## src/rtl/if_prefetch_queue.sv

```systemverilog
// if_prefetch_queue
// Decoupled instruction prefetch engine. It issues sequential fetch
// addresses on an SRAM-like bus (req / addr_ok / data_ok), keeps up to
// MAX_OUTSTANDING accepted requests in flight, and buffers returned
// instructions in a DEPTH-entry FIFO toward decode. A redirect flushes the
// FIFO, marks every in-flight or pending response as stale and restarts
// fetch at redirect_pc.
//
// Ports
//   clk, reset               clock, async active-high reset
//   redirect, redirect_pc    flush and restart fetch
//   inst_req, inst_addr      registered bus request / address
//   inst_addr_ok             request accepted this cycle
//   inst_data_ok, inst_rdata in-order read data return
//   out_valid, out_ready     head handshake toward decode
//   out_pc, out_inst         head PC / instruction (inst is 0 on exception)
//   out_exc, out_exccode     fetch exception flag / code (AdEL = 5'h04)
module if_prefetch_queue #(
   parameter int unsigned DEPTH           = 4,
   parameter int unsigned MAX_OUTSTANDING = 2,
   parameter logic [31:0] RESET_PC        = 32'hbfc00000
) (
   input  logic        clk,
   input  logic        reset,
   input  logic        redirect,
   input  logic [31:0] redirect_pc,
   output logic        inst_req,
   output logic [31:0] inst_addr,
   input  logic        inst_addr_ok,
   input  logic        inst_data_ok,
   input  logic [31:0] inst_rdata,
   output logic        out_valid,
   input  logic        out_ready,
   output logic [31:0] out_pc,
   output logic [31:0] out_inst,
   output logic        out_exc,
   output logic [4:0]  out_exccode
);
   localparam int unsigned PW = $clog2(DEPTH);
   localparam int unsigned CW = $clog2(MAX_OUTSTANDING + 2);
   localparam int unsigned TW = (MAX_OUTSTANDING > 1) ? $clog2(MAX_OUTSTANDING) : 1;

   logic [31:0]   fetch_pc_q, fetch_pc_d;
   logic          req_q, req_d;
   logic [31:0]   addr_q, addr_d;
   logic [CW-1:0] outst_q, outst_d, stale_q, stale_d, live_d;
   logic          halted_q, halted_d;
   logic [PW:0]   wr_ptr_q, wr_ptr_d, rd_ptr_q, rd_ptr_d, fifo_cnt, cnt_d;
   logic [31:0]   fpc_q   [DEPTH];
   logic [31:0]   finst_q [DEPTH];
   logic          fexc_q  [DEPTH];
   logic [31:0]   trk_pc_q [MAX_OUTSTANDING];
   logic [TW-1:0] trk_wr_q, trk_wr_d, trk_rd_q, trk_rd_d;

   logic        accept, pending_nxt, ret_stale, data_push, exc_push, push, pop;
   logic        can_issue;
   logic [31:0] issue_pc, push_pc, push_inst;

   always_comb begin
      accept      = req_q & inst_addr_ok;
      pending_nxt = req_q & ~inst_addr_ok;
      ret_stale   = inst_data_ok & (stale_q != '0);
      fifo_cnt    = wr_ptr_q - rd_ptr_q;
      pop         = (fifo_cnt != '0) & out_ready & ~redirect;
      data_push   = inst_data_ok & ~ret_stale & ~redirect;
      // Misaligned PC becomes an AdEL entry instead of a bus request.
      exc_push    = ~redirect & ~halted_q & (fetch_pc_q[1:0] != 2'b00) &
                    ~data_push & (32'(fifo_cnt) < DEPTH);
      push        = data_push | exc_push;
      push_pc     = exc_push ? fetch_pc_q : trk_pc_q[trk_rd_q];
      push_inst   = exc_push ? 32'h0 : inst_rdata;

      outst_d = outst_q + CW'(accept) - CW'(inst_data_ok);
      // On redirect everything in flight, plus a request still waiting for
      // addr_ok, will return data that must be dropped.
      if (redirect) begin
         stale_d = outst_d + CW'(pending_nxt);
      end else begin
         stale_d = stale_q - CW'(ret_stale);
      end
      live_d = outst_d - stale_d;
      cnt_d  = redirect ? '0 : fifo_cnt + (PW+1)'(push) - (PW+1)'(pop);

      // Issue is judged on post-edge occupancy: the new request must still
      // fit in the FIFO after every live response has landed.
      issue_pc  = redirect ? redirect_pc : fetch_pc_q;
      can_issue = ~pending_nxt & (issue_pc[1:0] == 2'b00) & (redirect | ~halted_q) &
                  (32'(cnt_d) + 32'(live_d) + 32'd1 <= DEPTH) &
                  (32'(outst_d) + 32'd1 <= MAX_OUTSTANDING);

      req_d      = can_issue | pending_nxt;
      addr_d     = can_issue ? issue_pc : addr_q;
      fetch_pc_d = can_issue ? issue_pc + 32'd4 : issue_pc;
      halted_d   = ~redirect & (halted_q | exc_push);

      wr_ptr_d = redirect ? '0 : wr_ptr_q + (PW+1)'(push);
      rd_ptr_d = redirect ? '0 : rd_ptr_q + (PW+1)'(pop);

      trk_wr_d = trk_wr_q;
      if (accept) begin
         trk_wr_d = (trk_wr_q == TW'(MAX_OUTSTANDING - 1)) ? '0 : trk_wr_q + TW'(1);
      end
      trk_rd_d = trk_rd_q;
      if (inst_data_ok) begin
         trk_rd_d = (trk_rd_q == TW'(MAX_OUTSTANDING - 1)) ? '0 : trk_rd_q + TW'(1);
      end
   end

   always_ff @(posedge clk or posedge reset) begin
      if (reset) begin
         fetch_pc_q <= RESET_PC;
         req_q      <= 1'b0;
         addr_q     <= RESET_PC;
         outst_q    <= '0;
         stale_q    <= '0;
         halted_q   <= 1'b0;
         wr_ptr_q   <= '0;
         rd_ptr_q   <= '0;
         trk_wr_q   <= '0;
         trk_rd_q   <= '0;
         for (int i = 0; i < int'(DEPTH); i++) begin
            fpc_q[i]   <= '0;
            finst_q[i] <= '0;
            fexc_q[i]  <= 1'b0;
         end
         for (int i = 0; i < int'(MAX_OUTSTANDING); i++) begin
            trk_pc_q[i] <= '0;
         end
      end else begin
         fetch_pc_q <= fetch_pc_d;
         req_q      <= req_d;
         addr_q     <= addr_d;
         outst_q    <= outst_d;
         stale_q    <= stale_d;
         halted_q   <= halted_d;
         wr_ptr_q   <= wr_ptr_d;
         rd_ptr_q   <= rd_ptr_d;
         trk_wr_q   <= trk_wr_d;
         trk_rd_q   <= trk_rd_d;
         if (push) begin
            fpc_q[wr_ptr_q[PW-1:0]]   <= push_pc;
            finst_q[wr_ptr_q[PW-1:0]] <= push_inst;
            fexc_q[wr_ptr_q[PW-1:0]]  <= exc_push;
         end
         if (accept) begin
            trk_pc_q[trk_wr_q] <= addr_q;
         end
      end
   end

   assign inst_req    = req_q;
   assign inst_addr   = addr_q;
   assign out_valid   = (fifo_cnt != '0);
   assign out_pc      = out_valid ? fpc_q[rd_ptr_q[PW-1:0]] : 32'h0;
   assign out_inst    = out_valid ? finst_q[rd_ptr_q[PW-1:0]] : 32'h0;
   assign out_exc     = out_valid & fexc_q[rd_ptr_q[PW-1:0]];
   assign out_exccode = out_exc ? 5'h04 : 5'h00;
endmodule

```

## config.mk

```make
export PLATFORM = sky130hd
export DESIGN_NAME = if_prefetch_queue
export DESIGN_NICKNAME = d
export VERILOG_FILES = /design/src/rtl/if_prefetch_queue.sv
export SDC_FILE = /design/constraint.sdc
export NUM_CORES = 1
export LEC_CHECK = 0
export BUFFER_PORTS_ARGS = -buffer_cell sky130_fd_sc_hd__buf_2
export CAP_MARGIN = 20
export CORE_MARGIN = 1
export CORE_UTILIZATION = 51
export DETAILED_ROUTE_END_ITERATION = 12
export PLACE_DENSITY = 0.81
export SYNTH_ARGS = -nofsm -noshare
export SYNTH_HDL_FRONTEND = slang
export SYNTH_SLANG_ARGS = --single-unit
```

## constraint.sdc

```tcl
create_clock -name clk -period 18.05 [get_ports clk]
set_clock_uncertainty 0.05 [all_clocks]
set_input_delay 2.7075 -clock clk [delete_from_list [all_inputs] [get_ports clk]]
set_output_delay 2.7075 -clock clk [all_outputs]
set_load 0.1 [all_outputs]
```

* Word-level counts from Yosys, hierarchy flattened
Cells that the tools add are included.
Storage, ports and cells: input port bits 70, register bits 402, logic and storage cells 121, output and inout bits 104
Operators by class: mux-type cells 35, $add $sub $neg 16, $lt $le $gt $ge 9, bitwise operators 31, reduce and logical (&&, ||, !) cells 6
Operator list (number):
- two-way mux 32 bit | 15
- bitwise mux 128 bit | 2
- binary-select mux 32 bit (select 2 bit) | 2
- bitwise mux 64 bit | 1
- demux 32 bit (select 2 bit) | 1
- adder 32 x 3 -> 32 bit, second input constant | 1
- demux 32 bit (select 1 bit) | 1
- bitwise AND 1 bit | 17
- two-way mux 3 bit | 4
- adder 3 x 1 -> 3 bit | 3
- greater-or-equal comparator 3 bit, second input constant | 2
- inverter 1 bit | 6
- inverter 2 -> 3 bit | 2
- adder 4 x 1 -> 5 bit, second input constant | 1
- <= comparator 5 x 3 -> 1 bit, second input constant | 1
- two-way mux 1 bit | 5
- adder 2 x 1 -> 2 bit | 2
- adder 3 x 2 -> 4 bit | 1
- bitwise mux 4 bit | 1
- greater-or-equal comparator 2 bit, second input constant | 2
- inverter 1 -> 2 bit | 2
- OR 1 bit | 4
- nonzero test 2 bit | 2
- subtractor 2 x 1 -> 2 bit | 2
- other kinds (15) | 17

* Logic depth before layout (Yosys ltp)
depth in word-level cells 18, mapped depth 22, depth with buffers taken out 19

* Worst setup path after synthesis
OpenSTA, ideal clock, no wires.
kind in2reg, start point input port redirect, end point register fetch_pc_q[30], stages 22, arrival time 6.731 ns, buffers on the path 8, setup slack 11.139 ns, library setup time 0.130 ns, data required time 17.870 ns, cell sequence buf_6 buf_6 buf_4 buf_4 buf_2 buf_2 clkbuf_1 nor3b_1 ha_1 inv_1 ha_1 inv_1 fa_1 nor2_1 ha_1 nor2b_1 o21ai_0 o211ai_2 or2_1 buf_6 and4bb_1 xnor2_1
Between the ends: word-level cells in the longest chain between the ends 15, elaborated cells on any way between the ends 26, those cells by class add/sub: 6; order compare: 1; mux: 4; bitwise: 14; reduce/logical: 1
Ends and longest elaborated chain:
- start: declaration | RTL line 25 | input logic redirect,
- inverter 1 bit | RTL line 64, 65, 67
- bitwise AND 1 bit (on tied branches) | RTL line 67, 65
- bitwise AND 1 bit or inverter 1 bit (tied branches) | RTL line 67, 68
- bitwise AND 1 bit | RTL line 67 | exc_push = ~redirect & ~halted_q & (fetch_pc_q[1:0] != 2'b00) &
- bitwise AND 1 bit | RTL line 68 | ~data_push & (32'(fifo_cnt) < DEPTH);
- OR 1 bit | RTL line 69 | push = data_push | exc_push;
- adder 3 x 1 -> 3 bit | RTL line 82 | cnt_d = redirect ? '0 : fifo_cnt + (PW+1)'(push) - (PW+1)'(pop);
- subtractor 3 x 1 -> 3 bit | RTL line 82
- two-way mux 3 bit | RTL line 82
- adder 3 x 2 -> 4 bit | RTL line 88 | (32'(cnt_d) + 32'(live_d) + 32'd1 <= DEPTH) &
- adder 4 x 1 -> 5 bit | RTL line 88
- <= comparator 5 x 3 -> 1 bit | RTL line 88
- bitwise AND 1 bit | RTL line 87 | can_issue = ~pending_nxt & (issue_pc[1:0] == 2'b00) & (redirect | ~halted_q) &
- bitwise AND 1 bit | RTL line 88
- two-way mux 32 bit (*) | RTL line 93 | fetch_pc_d = can_issue ? issue_pc + 32'd4 : issue_pc;
- via fetch_pc_d[30] | RTL line 43 | logic [31:0] fetch_pc_q, fetch_pc_d;
- end signal: assignment | RTL line 130 | fetch_pc_q <= fetch_pc_d;
- end: declaration | RTL line 43
The timed path passes the listed nets; every way through them passes the cells marked *. A chain may end at the register's enable or synchronous reset.

* Final worst setup path
start point input port redirect, end point register fetch_pc_q[18]
Same word-level chain as after synthesis.

==> flow_summary.toml <==
[status]
status = "finished clean"

[routing]
drt-vias-per-instance = 5.63
dr.pass1.iters = 5
postRouteAntennaNets = 0
remaining_drc_errors = 0
wl_mm = 42.4
detail_route.iter0.violations = 918
post_dr_wirelength_cell_um = 18.7
via_count = 12800

[placed_design]
buffer_ports.inserted = 169
gpl.final_weighted_congestion = 0.826
place_hpwl_mm = 26.5

[layout]
antennaDiodeCount = 0
layout-drive-gt1-share = 0.244
commonest_cells_after_routing_fill_and_taps_aside = "sky130_fd_sc_hd__dfrtp_1 (381), sky130_fd_sc_hd__nand2_1 (333), sky130_fd_sc_hd__o21ai_0 (279)"
most_frequent_standard_cell_in_the_layout_excluding_fill_and_tap_cells = "sky130_fd_sc_hd__dfrtp_1"
design.final.nets = 1859
area_growth_pct = 14.2
multi_input_area_um2 = 7770
seq_area_um2 = 10100
fillerInstances = 2848
core_occupancy_in_the_finished_layout = 0.591

[clock_network]
postCtsHoldBufs = 0
cts_tree = "yes"
post_cts_resize_count = 0
cts.root.buffer_cell = "sky130_fd_sc_hd__clkbuf_16"
clk_pin_slew_ps = 60
tritoncts.num_buffers = 43
cts-htree-levels = 2
clock_latency_on_the_worst_skew_pair_ps = 560
cts.repair_timing.setup_buffer_count = 0
clkSinkCount = 402
ctsLongestPathBuffers = 3

[critical_path]
crit_path_max_incr_delay_ps = 720
setup.worst_path.start_class = "input pin"
required_ps = 18400
cp.arrival_ps = 7080
timing_worst_setup_path_type = "input pin to flop"
crit_path_cell_trace = "buf_2, nor4b_1, a31oi_1, ha_1, inv_1, ha_1, inv_1, fa_1, nor2_1, ha_1, nor2b_1, o21ai_0, o211ai_4, buf_4, nor4_1, xnor2_1, mux2i_1"
r2r_setup_slack_ps = 12460
crit_slowest_cell = "sky130_fd_sc_hd__nor4b_1"
critical_path.endpoint_type = "flop"
timing.critical_path.mode_cell = "sky130_fd_sc_hd__ha_1"
cp_max_fo = 66

[timing]
timing.setup.tns_ps = 0
max_clock_freq_mhz = 148
rsz0062_at_grt = "false"
max-slew-margin-rel = 0.254
final-setup-viol-count = 0
report.final.hold_viol_count = 0
worst_pin_slew_ps = 1120
post-route-period-util = 0.373
slew_violations = 0
finalWorstPathRequiredPeriod_ps = 6740
holdWs_ps = 425

[floorplan]
die_width_um = 192
fp.dieArea_um2 = 36800
top_level_pins = 174
area_of_the_core_region_um2 = 35500
initial_core_util = 0.518
die-height_um = 192
num_rows = 69

[worst_hold_path]
min-delay-path-class = "flop to flop"

[synthesis]
synthArstFlopShare = 1.00
synthFlopType = "sky130_fd_sc_hd__dfrtp_1"
synthesis.instances = 1662
post-synth-top-area-fraction = 0.523
ys_seq_area_frac = 0.549
netlist-cell-type-count = 64
synth_enable_flop_cells = 0
yosysWarningCount = 0
postSynthRegisterBits = 402
mappedNetlistArea_um2 = 18400
syn-mean-instance-area_um2 = 11.1
synth.area.top_cells = "sky130_fd_sc_hd__dfrtp_1 (52%), sky130_fd_sc_hd__mux4_2 (8.0%), sky130_fd_sc_hd__o21ai_0 (7.6%)"
synth_area_leader_cell = "sky130_fd_sc_hd__dfrtp_1"

[grt]
track_usage = 0.239
initial_antenna_violation_count = 0
grt_max_degree = 176
first_global_vias = 13100
grt_remaining_overflow = 0
grt_first_pass_wirelength_mm = 69.1

[power_and_ir_drop]
cellPowerDensity_nw_per_um2 = 206
static-leakage-power_nw = 9.73
peakVddDrop_mv = 0.227
p_total_mw = 4.32

[run]
number_of_violations_of_the_max_capacitance_limit = 0
==> registers in the layout (all words and copies together) (netlist names), 2 cells and up <==
register	flops
finst_q	128
fpc_q	128
trk_pc_q	64
fetch_pc_q	32
inst_addr	32
fexc_q	4
rd_ptr_q	3
wr_ptr_q	3
outst_q	2
stale_q	2
==> per-layer routing <==
metal,track usage,up-vias,share of wire
met4,0.0614,0,0.017
met5,0,-,0
met1,0.332,6379,0.43
met3,0.0345,60,0.062
met2,0.396,397,0.49
li1,-,5927,-
==> cell usage after synthesis (3+ instances only) <==
cell type                  number
sky130_fd_sc_hd__dfrtp_1      384
sky130_fd_sc_hd__nand2_1      335
sky130_fd_sc_hd__o21ai_0      279
sky130_fd_sc_hd__clkbuf_1      80
sky130_fd_sc_hd__mux2_2        75
sky130_fd_sc_hd__nor2b_1       75
sky130_fd_sc_hd__mux4_2        65
sky130_fd_sc_hd__mux2i_1       60
sky130_fd_sc_hd__nor2_1        51
sky130_fd_sc_hd__a21oi_1       33
sky130_fd_sc_hd__xnor2_1       25
sky130_fd_sc_hd__dfstp_2       18
sky130_fd_sc_hd__buf_1         17
sky130_fd_sc_hd__ha_1          15
sky130_fd_sc_hd__inv_1         15
sky130_fd_sc_hd__xor2_1        15
sky130_fd_sc_hd__nand3_1       13
sky130_fd_sc_hd__buf_2         12
sky130_fd_sc_hd__o21ai_1       10
sky130_fd_sc_hd__buf_4          8
sky130_fd_sc_hd__nand2b_1       5
sky130_fd_sc_hd__buf_6          4
sky130_fd_sc_hd__nor3_2         4
sky130_fd_sc_hd__or2_2          4
sky130_fd_sc_hd__a31oi_1        3
sky130_fd_sc_hd__a32oi_1        3
sky130_fd_sc_hd__and2_1         3
sky130_fd_sc_hd__nand4_1        3
sky130_fd_sc_hd__nor3_1         3
sky130_fd_sc_hd__nor4_2         3
==> report_power, final <==
part           internal (mW)  switching (mW)
Sequential              1.22           0.214
Clock                  0.558           0.360
Combinational          0.511            1.46
Total                   2.29            2.03
==> critical path, delay by kind of cell <==
family / cells / cell delay [ps]
and+or+nand+nor: 4 / 1360
xor gates and xnor gates: 1 / 180
muxes: 1 / 110
adders and majority gates: 4 / 1330
AOI/OAI and AO/OA: 3 / 760
buffers and inverters: 4 / 600
==> cell families after synthesis <==
group | synth area share
AOI/OAI and AO/OA | 0.0985
and+or+nand+nor | 0.128
xor gates and xnor gates | 0.0216
muxes | 0.158
adders and majority gates | 0.0124
buffers and inverters | 0.0321
DFF | 0.549
other | 0.000204
==> cell type report <==
type | instances | share of cell area
clock buffers | 69 | 0.0646
clock inverters | 10 | 0.00704
inverters | 16 | 0.00322
multi-input cells | 1126 | 0.370
flip-flops and latches | 402 | 0.481
well taps | 461 | 0.0275
repair buffers | 183 | 0.0469
==> stage by stage <==
stage | instance area [um2] | instances | setup WS (ps)
global placement | 19500 | 2187 | 11100
CTS | 21000 | 2266 | 11360
global route | 21000 | 2267 | 11000
finish | 21000 | 2267 | 11310
floorplan | 18400 | 1665 | 4140
detailed placement | 19500 | 2187 | 10790
==> worst paths after layout <==
kind,from,depth (start not counted),endpoint
hold / removal,fpc_q[43],2,fpc_q[43]
min in group asynchronous,reset,2,finst_q[86]
setup reg to reg,rd_ptr_q[0],19,fetch_pc_q[18]
setup / recovery,redirect,17,fetch_pc_q[18]
hold reg to reg,fpc_q[43],2,fpc_q[43]
max in group asynchronous,reset,5,fetch_pc_q[31]
(Power assumes the default switching activity.)
